<file path="config.mk">
export PLATFORM = sky130hd
export DESIGN_NAME = n64_controller_responder
export DESIGN_NICKNAME = d
export VERILOG_FILES = /design/src/rtl/n64_controller_responder.sv
export SDC_FILE = /design/constraint.sdc
export NUM_CORES = 1
export LEC_CHECK = 0
export BUFFER_PORTS_ARGS = -buffer_cell sky130_fd_sc_hd__buf_4
export CAP_MARGIN = 30
export CELL_PAD_IN_SITES_DETAIL_PLACEMENT = 0
export CELL_PAD_IN_SITES_GLOBAL_PLACEMENT = 1
export CORE_AREA = 8 8 109 111
export CTS_BUF_LIST = sky130_fd_sc_hd__clkbuf_2
export DETAILED_ROUTE_END_ITERATION = 10
export DIE_AREA = 0 0 117 119
export GPL_TIMING_DRIVEN = 0
export PLACE_DENSITY = 0.83
export SYNTH_ARGS = -nofsm -noshare
export SYNTH_HDL_FRONTEND = slang
export SYNTH_SLANG_ARGS = --single-unit
</file>
<file path="constraint.sdc">
create_clock -name sys_clk -period 7.6 [get_ports sys_clk]
set_input_delay 1.14 -clock sys_clk [delete_from_list [all_inputs] [get_ports sys_clk]]
set_output_delay 1.14 -clock sys_clk [all_outputs]
set_load 0.005 [all_outputs]
</file>
<file path="src/rtl/n64_controller_responder.sv">
// N64 controller responder: decodes the console's 8-bit command on the
// open-drain data line and answers with the identity word or button status.
module n64_controller_responder #(
  parameter int unsigned BIT_CYCLES = 200,
  parameter int unsigned SHORT_LOW  = 50,
  parameter int unsigned LONG_LOW   = 150,
  parameter int unsigned SAMPLE_AT  = 100,
  parameter int unsigned REPLY_GAP  = 100,
  parameter int unsigned RX_TIMEOUT = 400
) (
  input  logic        sys_clk,
  input  logic        rst_n,
  input  logic        n64d_in,
  output logic        n64d_oe,
  input  logic [31:0] button_data,
  input  logic [23:0] identity,
  output logic        cmd_valid,
  output logic [7:0]  cmd_byte,
  output logic        busy
);

  localparam int unsigned CW = 16;
  localparam logic [CW-1:0] BIT_C    = CW'(BIT_CYCLES);
  localparam logic [CW-1:0] SHORT_C  = CW'(SHORT_LOW);
  localparam logic [CW-1:0] LONG_C   = CW'(LONG_LOW);
  localparam logic [CW-1:0] SAMPLE_C = CW'(SAMPLE_AT);
  localparam logic [CW-1:0] GAP_C    = CW'(REPLY_GAP);
  localparam logic [CW-1:0] STOP_C   = CW'(2 * SHORT_LOW);
  // Counter starts one cycle after the edge, so aborting at this count lands
  // the return to IDLE exactly RX_TIMEOUT cycles after the synchronized edge.
  localparam logic [CW-1:0] TMO_C    = CW'(RX_TIMEOUT - 2);

  typedef enum logic [2:0] {
    IDLE,
    RX_BIT,
    RX_STOP,
    GAP,
    TX_BIT,
    TX_STOP
  } state_t;

  state_t        state_q, state_d;
  logic [CW-1:0] cnt_q, cnt_d;
  logic [5:0]    bits_q, bits_d;
  logic [7:0]    rx_q, rx_d;
  logic [31:0]   tx_q, tx_d;
  logic          phase_q, phase_d;
  logic [7:0]    cmd_byte_q, cmd_byte_d;
  logic          cmd_valid_q, cmd_valid_d;
  logic          busy_q, busy_d;
  logic          oe_q, oe_d;
  logic          sync1_q, sync2_q, prev_q;
  logic          fall, rise;

  // Two-flop synchronizer plus previous-cycle copy for edge detection.
  always_ff @(posedge sys_clk or negedge rst_n) begin
    if (!rst_n) begin
      sync1_q <= 1'b1;
      sync2_q <= 1'b1;
      prev_q  <= 1'b1;
    end else begin
      sync1_q <= n64d_in;
      sync2_q <= sync1_q;
      prev_q  <= sync2_q;
    end
  end

  assign fall = prev_q & ~sync2_q;
  assign rise = ~prev_q & sync2_q;

  // State, counters, shift registers and registered outputs.
  always_ff @(posedge sys_clk or negedge rst_n) begin
    if (!rst_n) begin
      state_q     <= IDLE;
      cnt_q       <= '0;
      bits_q      <= '0;
      rx_q        <= '0;
      tx_q        <= '0;
      phase_q     <= 1'b0;
      cmd_byte_q  <= '0;
      cmd_valid_q <= 1'b0;
      busy_q      <= 1'b0;
      oe_q        <= 1'b0;
    end else begin
      state_q     <= state_d;
      cnt_q       <= cnt_d;
      bits_q      <= bits_d;
      rx_q        <= rx_d;
      tx_q        <= tx_d;
      phase_q     <= phase_d;
      cmd_byte_q  <= cmd_byte_d;
      cmd_valid_q <= cmd_valid_d;
      busy_q      <= busy_d;
      oe_q        <= oe_d;
    end
  end

  // Next-state logic; line drive is derived from the next state so that the
  // registered output tracks the state/counter pair exactly.
  always_comb begin
    state_d     = state_q;
    cnt_d       = cnt_q + 1'b1;
    bits_d      = bits_q;
    rx_d        = rx_q;
    tx_d        = tx_q;
    phase_d     = phase_q;
    cmd_byte_d  = cmd_byte_q;
    cmd_valid_d = 1'b0;
    busy_d      = busy_q;
    oe_d        = 1'b0;

    unique case (state_q)
      IDLE: begin
        cnt_d = '0;
        if (fall) begin
          state_d = RX_BIT;
          busy_d  = 1'b1;
          bits_d  = '0;
          phase_d = 1'b0;
        end
      end

      RX_BIT: begin
        if (cnt_q == SAMPLE_C) begin
          rx_d   = {rx_q[6:0], sync2_q};
          bits_d = bits_q + 6'd1;
          if (bits_q == 6'd7) begin
            state_d = RX_STOP;
            cnt_d   = '0;
            phase_d = 1'b0;
          end
        end else if (fall) begin
          cnt_d = '0;
        end else if (cnt_q >= TMO_C) begin
          state_d = IDLE;
          busy_d  = 1'b0;
          cnt_d   = '0;
        end
      end

      RX_STOP: begin
        if (!phase_q) begin
          if (fall) begin
            phase_d = 1'b1;
            cnt_d   = '0;
          end else if (cnt_q >= TMO_C) begin
            state_d = IDLE;
            busy_d  = 1'b0;
            cnt_d   = '0;
          end
        end else if (rise) begin
          cmd_byte_d  = rx_q;
          cmd_valid_d = 1'b1;
          cnt_d       = '0;
          if (rx_q == 8'h00 || rx_q == 8'hFF) begin
            tx_d    = {identity, 8'h00};
            bits_d  = 6'd24;
            state_d = GAP;
          end else if (rx_q == 8'h01) begin
            tx_d    = button_data;
            bits_d  = 6'd32;
            state_d = GAP;
          end else begin
            state_d = IDLE;
            busy_d  = 1'b0;
          end
        end else if (cnt_q >= TMO_C) begin
          state_d = IDLE;
          busy_d  = 1'b0;
          cnt_d   = '0;
        end
      end

      GAP: begin
        if (cnt_q == GAP_C - 1'b1) begin
          state_d = TX_BIT;
          cnt_d   = '0;
        end
      end

      TX_BIT: begin
        if (cnt_q == BIT_C - 1'b1) begin
          cnt_d  = '0;
          tx_d   = {tx_q[30:0], 1'b0};
          bits_d = bits_q - 6'd1;
          if (bits_q == 6'd1) begin
            state_d = TX_STOP;
          end
        end
      end

      TX_STOP: begin
        if (cnt_q == STOP_C - 1'b1) begin
          state_d = IDLE;
          busy_d  = 1'b0;
          cnt_d   = '0;
        end
      end

      default: begin
        state_d = IDLE;
        busy_d  = 1'b0;
        cnt_d   = '0;
      end
    endcase

    if (state_d == TX_BIT) begin
      oe_d = (cnt_d < (tx_d[31] ? SHORT_C : LONG_C));
    end else if (state_d == TX_STOP) begin
      oe_d = (cnt_d < STOP_C);
    end
  end

  assign n64d_oe   = oe_q;
  assign cmd_valid = cmd_valid_q;
  assign cmd_byte  = cmd_byte_q;
  assign busy      = busy_q;

endmodule

</file>
==> flow_summary.ini, run 1 <==
[hold_path]
hold_path_class = reg2reg
worstHoldEndpoint = sync2_q$_DFF_PN1_
min_from = sync1_q$_DFF_PN1_
holdPathStages = 0

[worst_setup_path]
reg2reg_slack_ns = 3.93
worstRegToRegCells = 14
critPathCaptureType = flop
criticalPathCategory = reg2reg
reg2reg_from = cnt_q[1]$_DFF_PN0_
path_max_fanout = 7
required_ns = 8.03
start_kind = flop
startpoint = cnt_q[1]$_DFF_PN0_
r2r-end = n64d_oe$_DFF_PN0_
crit_arrival_ns = 4.10

[timing]
rsz0062_at_grt = false
skew_ns = 0.0376
min_period_over_period_pct = 48.3
finalHoldViolCount = 0
finalSetupViolations = 0
maxSlewHeadroom_pct = 46.0
tightest_slew_ns = 0.808
drv_slew = 0
whs_ns = 0.372
setup-tns-final_ns = 0
period_minus_slack_ns = 3.67
fmax_mhz = 272

[clock_network]
clk_pin_slew_worst_paths_ns = 0.22
postCtsHoldBufs = 0
root_buffer = clkbuf_2
clkLatencyLatePin_ns = 0.53
cts_buffer_depth = 2
cts-buffers-inserted = 9
clock-sinks = 80
htree_levels = 3
post_cts_buffers = 0
cts_resized = 0
cts_tree = yes

[die]
ios = 70
die_w_um = 117
initial_core_util_pct = 43.9
rows = 37
fp.dieH_um = 119
dieArea_sq_mm = 0.0139
coreArea_sq_mm = 0.0101

[grt]
grt_pass1_vias = 3852
grt_overflow = 0
antenna_found_initial = 0
grt_pass1_wl_um = 18800
grtUsageTotal_pct = 16.6
grt_max_degree = 53

[finish]
layout-drive-gt1-share_pct = 21.9
n_fill_cell = 975
area_growth_pct = 18.3
nets = 621
insertedDiodeCount = 0

[route]
drc = 0
totalWireLength_um = 11200
post_drt_wl_per_cell_um = 16.1
vias = 3904
first_pass_iters = 6
drtAntennaViolNets = 0
drt_iter0_drc = 282
vias_per_cell = 5.63

[logic_synthesis]
yosys.area.top_type = dfrtp_1
syn_area_per_cell_sq_um = 9.38
async_flop_share_pct = 100
syn_inst = 472
ys.flop_type = dfrtp_1
syn-cell-area_sq_mm = 0.00443
synth_edf_count = 0
synth.yosys.seq_area_share_pct = 45.3
ys_seq_elements = 80
yosysTopAreaCellShare_pct = 43.5
synthTopCellsByArea = dfrtp_1 44%, nand2_1 6.2%, a221o_1 5.2%
yosysUniqueCellTypes = 63
yosysWarnings = 0
synth_nets = 540

[pwr]
power_density_mw_per_mm2 = 223
irDropWorstVdd_v = 0.000131
p_leak_nw = 2.50
power_w = 0.00117

[placed_design]
gp_congestion = 0.865
port_buffers = 69
place_hpwl_um = 8390

[status]
outcome = finished, final reports clean

[job]
cap_violations = 0
==> worst max-delay path, cell delays in order, from the launching register on <==
cell,delay (ns)
dfrtp_1,0.51
ha_1,0.34
and4b_1,0.23
nand4_1,0.26
a2bb2oi_1,0.29
o21ai_1,0.21
a222oi_1,0.42
inv_1,0.18
ha_1,0.32
a21oi_1,0.06
a2bb2oi_1,0.20
a21oi_1,0.10
o21bai_1,0.13
a21oi_1,0.08
o221a_1,0.25
==> layer usage <==
layer | up-vias | share of wire (%) | global-route usage [%]
met5 | - | 0 | 0
met4 | 0 | 1.6 | 6.16
met1 | 1904 | 46 | 21.9
met2 | 97 | 48 | 26.4
met3 | 13 | 4.5 | 2.88
li1 | 1890 | - | -
==> where the power goes <==
part | switching [W] | internal (W)
Clock | 0.000156 | 0.0000478
Combinational | 0.000253 | 0.000170
Sequential | 0.0000478 | 0.000492
Total | 0.000457 | 0.000709
==> flip-flops by register name, summed over array words and instances, names as in the netlist <==
name,flops
tx_q,32
cnt_q,16
cmd_byte,8
rx_q,8
bits_q,6
state_q,3
busy,1
cmd_valid,1
n64d_oe,1
phase_q,1
prev_q,1
sync1_q,1
sync2_q,1
==> synthesized netlist by cell type (all sizes together), types with 3 or more instances <==
library cell and count:
nor4 3, nand2 73, or2 3, nand3 9, xnor2 8, a211oi 3, a222oi 8, nor4b 3
nor3 14, inv 18, a221o 23, buf 6, nand2b 3, clkbuf 24, dfrtp 77, xor2 7
mux2 16, dfstp 3, o22ai 6, nor2 29, and2 3, o21ai 21, nand4 8, nor2b 5
a21oi 43, ha 9, and3 4
==> metrics by stage <==
| stage | cells | worst slack, ns | util, % | cell area (sq um) |
|---|---|---|---|---|
| 6_report | 694 | 3.93 | 51.9 | 5240 |
| 5_1_grt | 694 | 3.70 | 51.9 | 5240 |
| 4_1_cts | 694 | 3.94 | 51.9 | 5240 |
| 3_5_place_dp | 678 | 4.00 | 51.0 | 5140 |
| 3_3_place_gp | 677 | 4.01 | 50.7 | 5110 |
| 2_1_floorplan | 472 | 4.57 | - | 4430 |
==> logic make-up after synthesis <==
kind of cell | count (synthesis) | share of synthesized area (%)
simple gates | 176 | 20.3
compound gates | 127 | 20.4
flops | 80 | 45.3
buf+inv | 48 | 4.21
mux | 17 | 4.30
xor+xnor | 15 | 2.97
fa+ha+maj | 9 | 2.54
==> placed cells by master (no fill, tap or decap), types with 16 or more instances in the layout <==
master	count
nand2_1	73
inv_1	18
clkbuf_1	24
nor2_1	29
mux2_2	16
buf_4	69
a21oi_1	43
a221o_1	23
o21ai_0	19
dfrtp_1	77
==> layout make-up <==
cell class / count / area (sq um) / area share (%)
clock inverters: 5 / 40.0 / 0.764
repair buffers: 70 / 546 / 10.4
multi-input cells: 344 / 2230 / 42.7
clock buffers: 11 / 55.1 / 1.05
inverters: 18 / 67.6 / 1.29
flip-flops and latches: 80 / 2010 / 38.3
well taps: 136 / 170 / 3.25
plain buffers: 30 / 119 / 2.27
==> worst max-delay path by stage <==
stage,to,slack [ns],cells past startpoint
6_report,n64d_oe$_DFF_PN0_,3.93,14
5_1_grt,n64d_oe$_DFF_PN0_,3.70,14
4_1_cts,n64d_oe$_DFF_PN0_,3.94,14
3_5_place_dp,n64d_oe$_DFF_PN0_,4.00,14
3_3_place_gp,n64d_oe$_DFF_PN0_,4.01,13
2_1_floorplan,n64d_oe$_DFF_PN0_,4.57,15
(Power assumes the default switching activity.)
==> run 2, diff against run 1 <==
==> constraint.sdc (replaced) <==
create_clock -name sys_clk -period 3.6 [get_ports sys_clk]
set_input_delay 0.54 -clock sys_clk [delete_from_list [all_inputs] [get_ports sys_clk]]
set_output_delay 0.54 -clock sys_clk [all_outputs]
set_load 0.005 [all_outputs]
==> flow_summary.ini, run 2 (same netlist as run 1, synthesis figures left out) <==
[route]
post_drt_wl_per_cell_um = 16.3
drt_iter0_drc = 313
drc = 0
vias_per_cell = 5.62
first_pass_iters = 7
totalWireLength_um = 11400
drtAntennaViolNets = 0
vias = 3940

[timing]
setup_slack_ns = 0.202
drv_slew = 0
min_period_over_period_pct = 94.4
setup-tns-final_ns = 0
fmax_mhz = 294
finalHoldViolCount = 0
finalSetupViolations = 0
skew_ns = 0.0416
period_minus_slack_ns = 3.40
tightest_slew_ns = 0.623
maxSlewHeadroom_pct = 58.3

[finish]
final_common_cell = buf_4
largest_reg_flops = 32
final_cell_mix = 77 x buf_4, 75 x dfrtp_1, 73 x nand2_1, 43 x a21oi_1, 29 x nor2_1
insertedDiodeCount = 0
layout-drive-gt1-share_pct = 23.9
top_register = tx_q
reg_top3 = tx_q (32), cnt_q (16)
area_growth_pct = 20.5
nets = 628
stdcell_area_sq_mm = 0.00534
fin_util_pct = 52.9
n_fill_cell = 966

[hold_path]
hold_path_class = in2reg
holdPathStages = 1
min_from = n64d_in

[job]
cap_violations = 0

[placed_design]
place_hpwl_um = 8390
pre_cts_slack_ns = -0.00155
place_area_sq_mm = 0.00514
port_buffers = 69
gp_congestion = 0.865

[clock_network]
clkLatencyLatePin_ns = 0.54
cts_tree = yes
clock-sinks = 80
htree_levels = 3
cts-buffers-inserted = 9
clk_pin_slew_worst_paths_ns = 0.22
root_buffer = clkbuf_2
cts_buffer_depth = 2

[grt]
grtUsageTotal_pct = 16.6
grt_pass1_wl_um = 18900
grt_overflow = 0
grt_max_degree = 53
antenna_found_initial = 0
grt_pass1_vias = 3878

[worst_setup_path]
start_kind = flop
required_ns = 4.04
startpoint = cnt_q[9]$_DFF_PN0_
path_max_fanout = 7
criticalPathCategory = reg2reg
reg2reg_from = cnt_q[9]$_DFF_PN0_
crit_arrival_ns = 3.83
worstRegToRegCells = 15
critPathCaptureType = flop

[pwr]
p_int_w = 0.00154
p_leak_nw = 2.51
power_w = 0.00252
p_switching_w = 0.000983
comb_power_share_pct = 37.4
seqPwrFrac_pct = 45.4
swShare_pct = 39.0
p_clk_share_pct = 17.2
irDropWorstVdd_v = 0.000271
power_density_mw_per_mm2 = 472

[die]
die_w_um = 117
coreArea_sq_mm = 0.0101
ios = 70
fp.dieH_um = 119
rows = 37
dieArea_sq_mm = 0.0139
initial_core_util_pct = 43.9

[status]
outcome = finished, final reports clean
[run 2: cell types whose count changed in the layout (fill, tap and decap cells not counted), sizes merged]
cell | before | now
clkbuf | 35 | 33
dlygate4sd3 | 0 | 1
buf | 76 | 84
[run 2: worst paths after layout]
kind	to	slack (ns)
worst max-delay path	n64d_oe$_DFF_PN0_	0.20
worst min-delay path	sync1_q$_DFF_PN1_	0.09
worst max register to register	n64d_oe$_DFF_PN0_	0.20
worst min register to register	sync2_q$_DFF_PN1_	0.37
max in group asynchronous	prev_q$_DFF_PN1_	2.48
min in group asynchronous	bits_q[0]$_DFFE_PN0P_	0.46
[run 2: stage by stage]
| step | cells | hold slack (ns) |
|---|---|---|
| 2_1_floorplan | 472 | 0.244 |
| 3_3_place_gp | 677 | 0.349 |
| 3_5_place_dp | 678 | 0.348 |
| 4_1_cts | 696 | 0.0334 |
| 5_1_grt | 701 | 0.0306 |
| 6_report | 701 | 0.0910 |
[run 2: layout make-up]
| cell class | instances | area (sq um) | share of cell area, % |
|---|---|---|---|
| Multi-Input combinational cell | 344 | 2270 | 42.5 |
| Clock inverter | 5 | 40.0 | 0.750 |
| Buffer | 29 | 118 | 2.20 |
| Sequential cell | 80 | 2010 | 37.6 |
| Clock buffer | 11 | 55.1 | 1.03 |
| Timing Repair Buffer | 78 | 608 | 11.4 |
| Inverter | 18 | 67.6 | 1.27 |
| Tap cell | 136 | 170 | 3.19 |
[run 2: power by group through the flow]
stage	registers, W	logic, W	clock network, W
after floorplan	0.00113	0.000633	0
after global placement	0.00115	0.000870	0
after detailed placement	0.00116	0.000890	0
after CTS	0.00114	0.000900	0.000454
after global routing	0.00116	0.00105	0.000489
final	0.00114	0.000942	0.000434
[run 2: metal layers]
layer  wire, um  part of all wire [%]  global-route usage, %
met5          0                     0                      0
met4        209                   1.8                   6.16
met3        564                   4.9                   2.83
met2       5560                    49                   26.6
met1       5070                    44                   21.9
[run 2: worst max-delay path: stages (launching register included)]
cell	delay, ns
dfrtp_1	0.41
clkbuf_1	0.21
nor4_4	0.24
buf_4	0.18
nand4_1	0.22
a2bb2oi_2	0.22
o21ai_1	0.19
a222oi_1	0.35
inv_1	0.17
ha_1	0.31
a21oi_1	0.06
a2bb2oi_1	0.20
a21oi_1	0.10
o21bai_1	0.13
a21oi_1	0.08
o221a_1	0.25
[run 2: what timing repair did]
action                                 CTS  global route
endpoints found under the hold margin   26             0
resized for setup                        1            10
hold buffers                             1             0
buffers inserted                         1             6
setup endpoints to repair                1             1
pin swaps                                2             4
==> run 3, diff against run 2 <==
==> constraint.sdc (replaced) <==
create_clock -name sys_clk -period 3.6 [get_ports sys_clk]
set_input_delay 0.18 -clock sys_clk [delete_from_list [all_inputs] [get_ports sys_clk]]
set_output_delay 0.18 -clock sys_clk [all_outputs]
set_load 0.005 [all_outputs]
==> flow_summary.ini, run 3 (same netlist as run 1, synthesis figures left out) <==
[finish]
final_cell_mix = 77 x buf_4, 75 x dfrtp_1, 73 x nand2_1, 43 x a21oi_1, 43 x dlygate4sd3_1
fin_cells = 744
top_register = tx_q
fin_util_pct = 57.1
stdcell_area_sq_mm = 0.00576
area_growth_pct = 30.1
layout-drive-gt1-share_pct = 22.2
reg_top3 = tx_q (32), cnt_q (16)
largest_reg_flops = 32
nets = 670
n_fill_cell = 943
final_common_cell = buf_4

[route]
dr_wl_met3_um = 593
top_layer_used = met4
wl_met2_um = 6000
first_pass_iters = 6
drc = 0
drt_iter0_drc = 352
vias_per_cell = 5.59
totalWireLength_um = 12000
post_drt_wl_per_cell_um = 16.2
drtAntennaViolNets = 0
vias = 4157
drt-met1-wl_um = 5250

[pwr]
irDropWorstVdd_v = 0.000276
p_leak_nw = 2.73
power_density_mw_per_mm2 = 444

[placed_design]
gp_congestion = 0.865
place_hpwl_um = 8390
port_buffers = 69
place_area_sq_mm = 0.00514
dpl.cell_count = 678
pre_cts_slack_ns = -0.00155

[die]
initial_core_util_pct = 43.9
fp.dieH_um = 119
rows = 37
coreArea_sq_mm = 0.0101
ios = 70
dieArea_sq_mm = 0.0139
die_w_um = 117

[timing]
maxSlewHeadroom_pct = 58.8
drv_slew = 0
min_period_over_period_pct = 93.4
finalSetupViolations = 0
fmax_mhz = 297
setup_slack_ns = 0.236
tightest_slew_ns = 0.616
finalHoldViolCount = 0
skew_ns = 0.0313
period_minus_slack_ns = 3.36
setup-tns-final_ns = 0

[grt]
antenna_found_initial = 1
grt_max_degree = 53
grtUsageTotal_pct = 17.6
grt_pass1_vias = 4114
grt_pass1_wl_um = 20000
grt_overflow = 0

[clock_network]
clock-sinks = 80
htree_levels = 3
root_buffer = clkbuf_2
clk_pin_slew_worst_paths_ns = 0.22
cts_buffer_depth = 2
cts_tree = yes
cts-buffers-inserted = 9
clkLatencyLatePin_ns = 0.54

[hold_path]
hold_path_class = in2reg

[worst_setup_path]
critPathCaptureType = flop
crit_path_max_incr_delay_ns = 0.41
slowest_stage = dfrtp_1
crit_arrival_ns = 3.81
path_buf_inv = 3
crit_family = compound AO/OA/AOI/OAI gates
criticalPathCategory = reg2reg
cpMostUsedCell = a21oi_1
required_ns = 4.04
path_cells = clkbuf_1 > nor4_4 > buf_4 > nand4_1 > a2bb2oi_2 > o21ai_1 > a222oi_1 > inv_1 > ha_1 > a21oi_1 > a2bb2oi_1 > a21oi_1 > o21bai_1 > a21oi_1 > o221a_1
path_max_fanout = 7
start_kind = flop

[status]
outcome = finished, final reports clean

[job]
cap_violations = 0
[run 3: cell count changes in the layout (fill, tap and decap cells not counted)]
cell	change
diode_2	+1
dlygate4sd3_1	+42
[run 3: worst register-to-register path: stages (launching register included)]
cell,delay [ns]
dfrtp_1,0.41
clkbuf_1,0.21
nor4_4,0.24
buf_4,0.18
nand4_1,0.21
a2bb2oi_2,0.22
o21ai_1,0.18
a222oi_1,0.35
inv_1,0.17
ha_1,0.31
a21oi_1,0.06
a2bb2oi_1,0.20
a21oi_1,0.10
o21bai_1,0.13
a21oi_1,0.08
o221a_1,0.25
[run 3: metal layers]
metal	vias up	global-route usage, %
li1	1987	-
met1	2034	22.7
met2	120	28.9
met3	16	2.88
met4	0	6.57
met5	-	0
[run 3: where the power goes]
part	switching, W	internal (W)
Clock	0.000329	0.000101
Sequential	0.000104	0.00104
Combinational	0.000559	0.000423
[run 3: cell type report]
| type | instances | area, sq um | area share, % |
|---|---|---|---|
| Multi-Input combinational cell | 344 | 2270 | 39.4 |
| Sequential cell | 80 | 2010 | 34.9 |
| Timing Repair Buffer | 120 | 1030 | 17.9 |
| Tap cell | 136 | 170 | 2.95 |
| Buffer | 29 | 118 | 2.04 |
| Inverter | 18 | 67.6 | 1.17 |
| Clock buffer | 11 | 55.1 | 0.956 |
| Clock inverter | 5 | 40.0 | 0.695 |
| Antenna cell | 1 | 2.50 | 0.0434 |
[run 3: final timing paths]
check / start / end / slack [ns] / depth (start not counted)
min in group asynchronous: rst_n / bits_q[0]$_DFFE_PN0P_ / 0.10 / 2
max in group asynchronous: rst_n / prev_q$_DFF_PN1_ / 2.84 / 3
setup reg to reg: cnt_q[9]$_DFF_PN0_ / n64d_oe$_DFF_PN0_ / 0.24 / 15
hold reg to reg: sync1_q$_DFF_PN1_ / sync2_q$_DFF_PN1_ / 0.37 / 0
setup / recovery: cnt_q[9]$_DFF_PN0_ / n64d_oe$_DFF_PN0_ / 0.24 / 15
hold / removal: button_data[8] / tx_q[8]$_DFFE_PN0P_ / 0.04 / 4
[run 3: timing repair]
action | CTS | global route
setup endpoints to repair | 1 | 1
pin swaps | 2 | 4
hold endpoints to repair | 106 | 0
resized for setup | 1 | 10
hold buffers | 43 | 0
setup buffers | 1 | 6
[run 3: stage by stage]
stage / total power (W) / hold WS (ns)
floorplan: 0.00176 / -0.116
global placement: 0.00202 / 0.290
detailed placement: 0.00205 / 0.149
CTS: 0.00253 / 0.000321
global route: 0.00274 / 0.00996
finish: 0.00256 / 0.0433
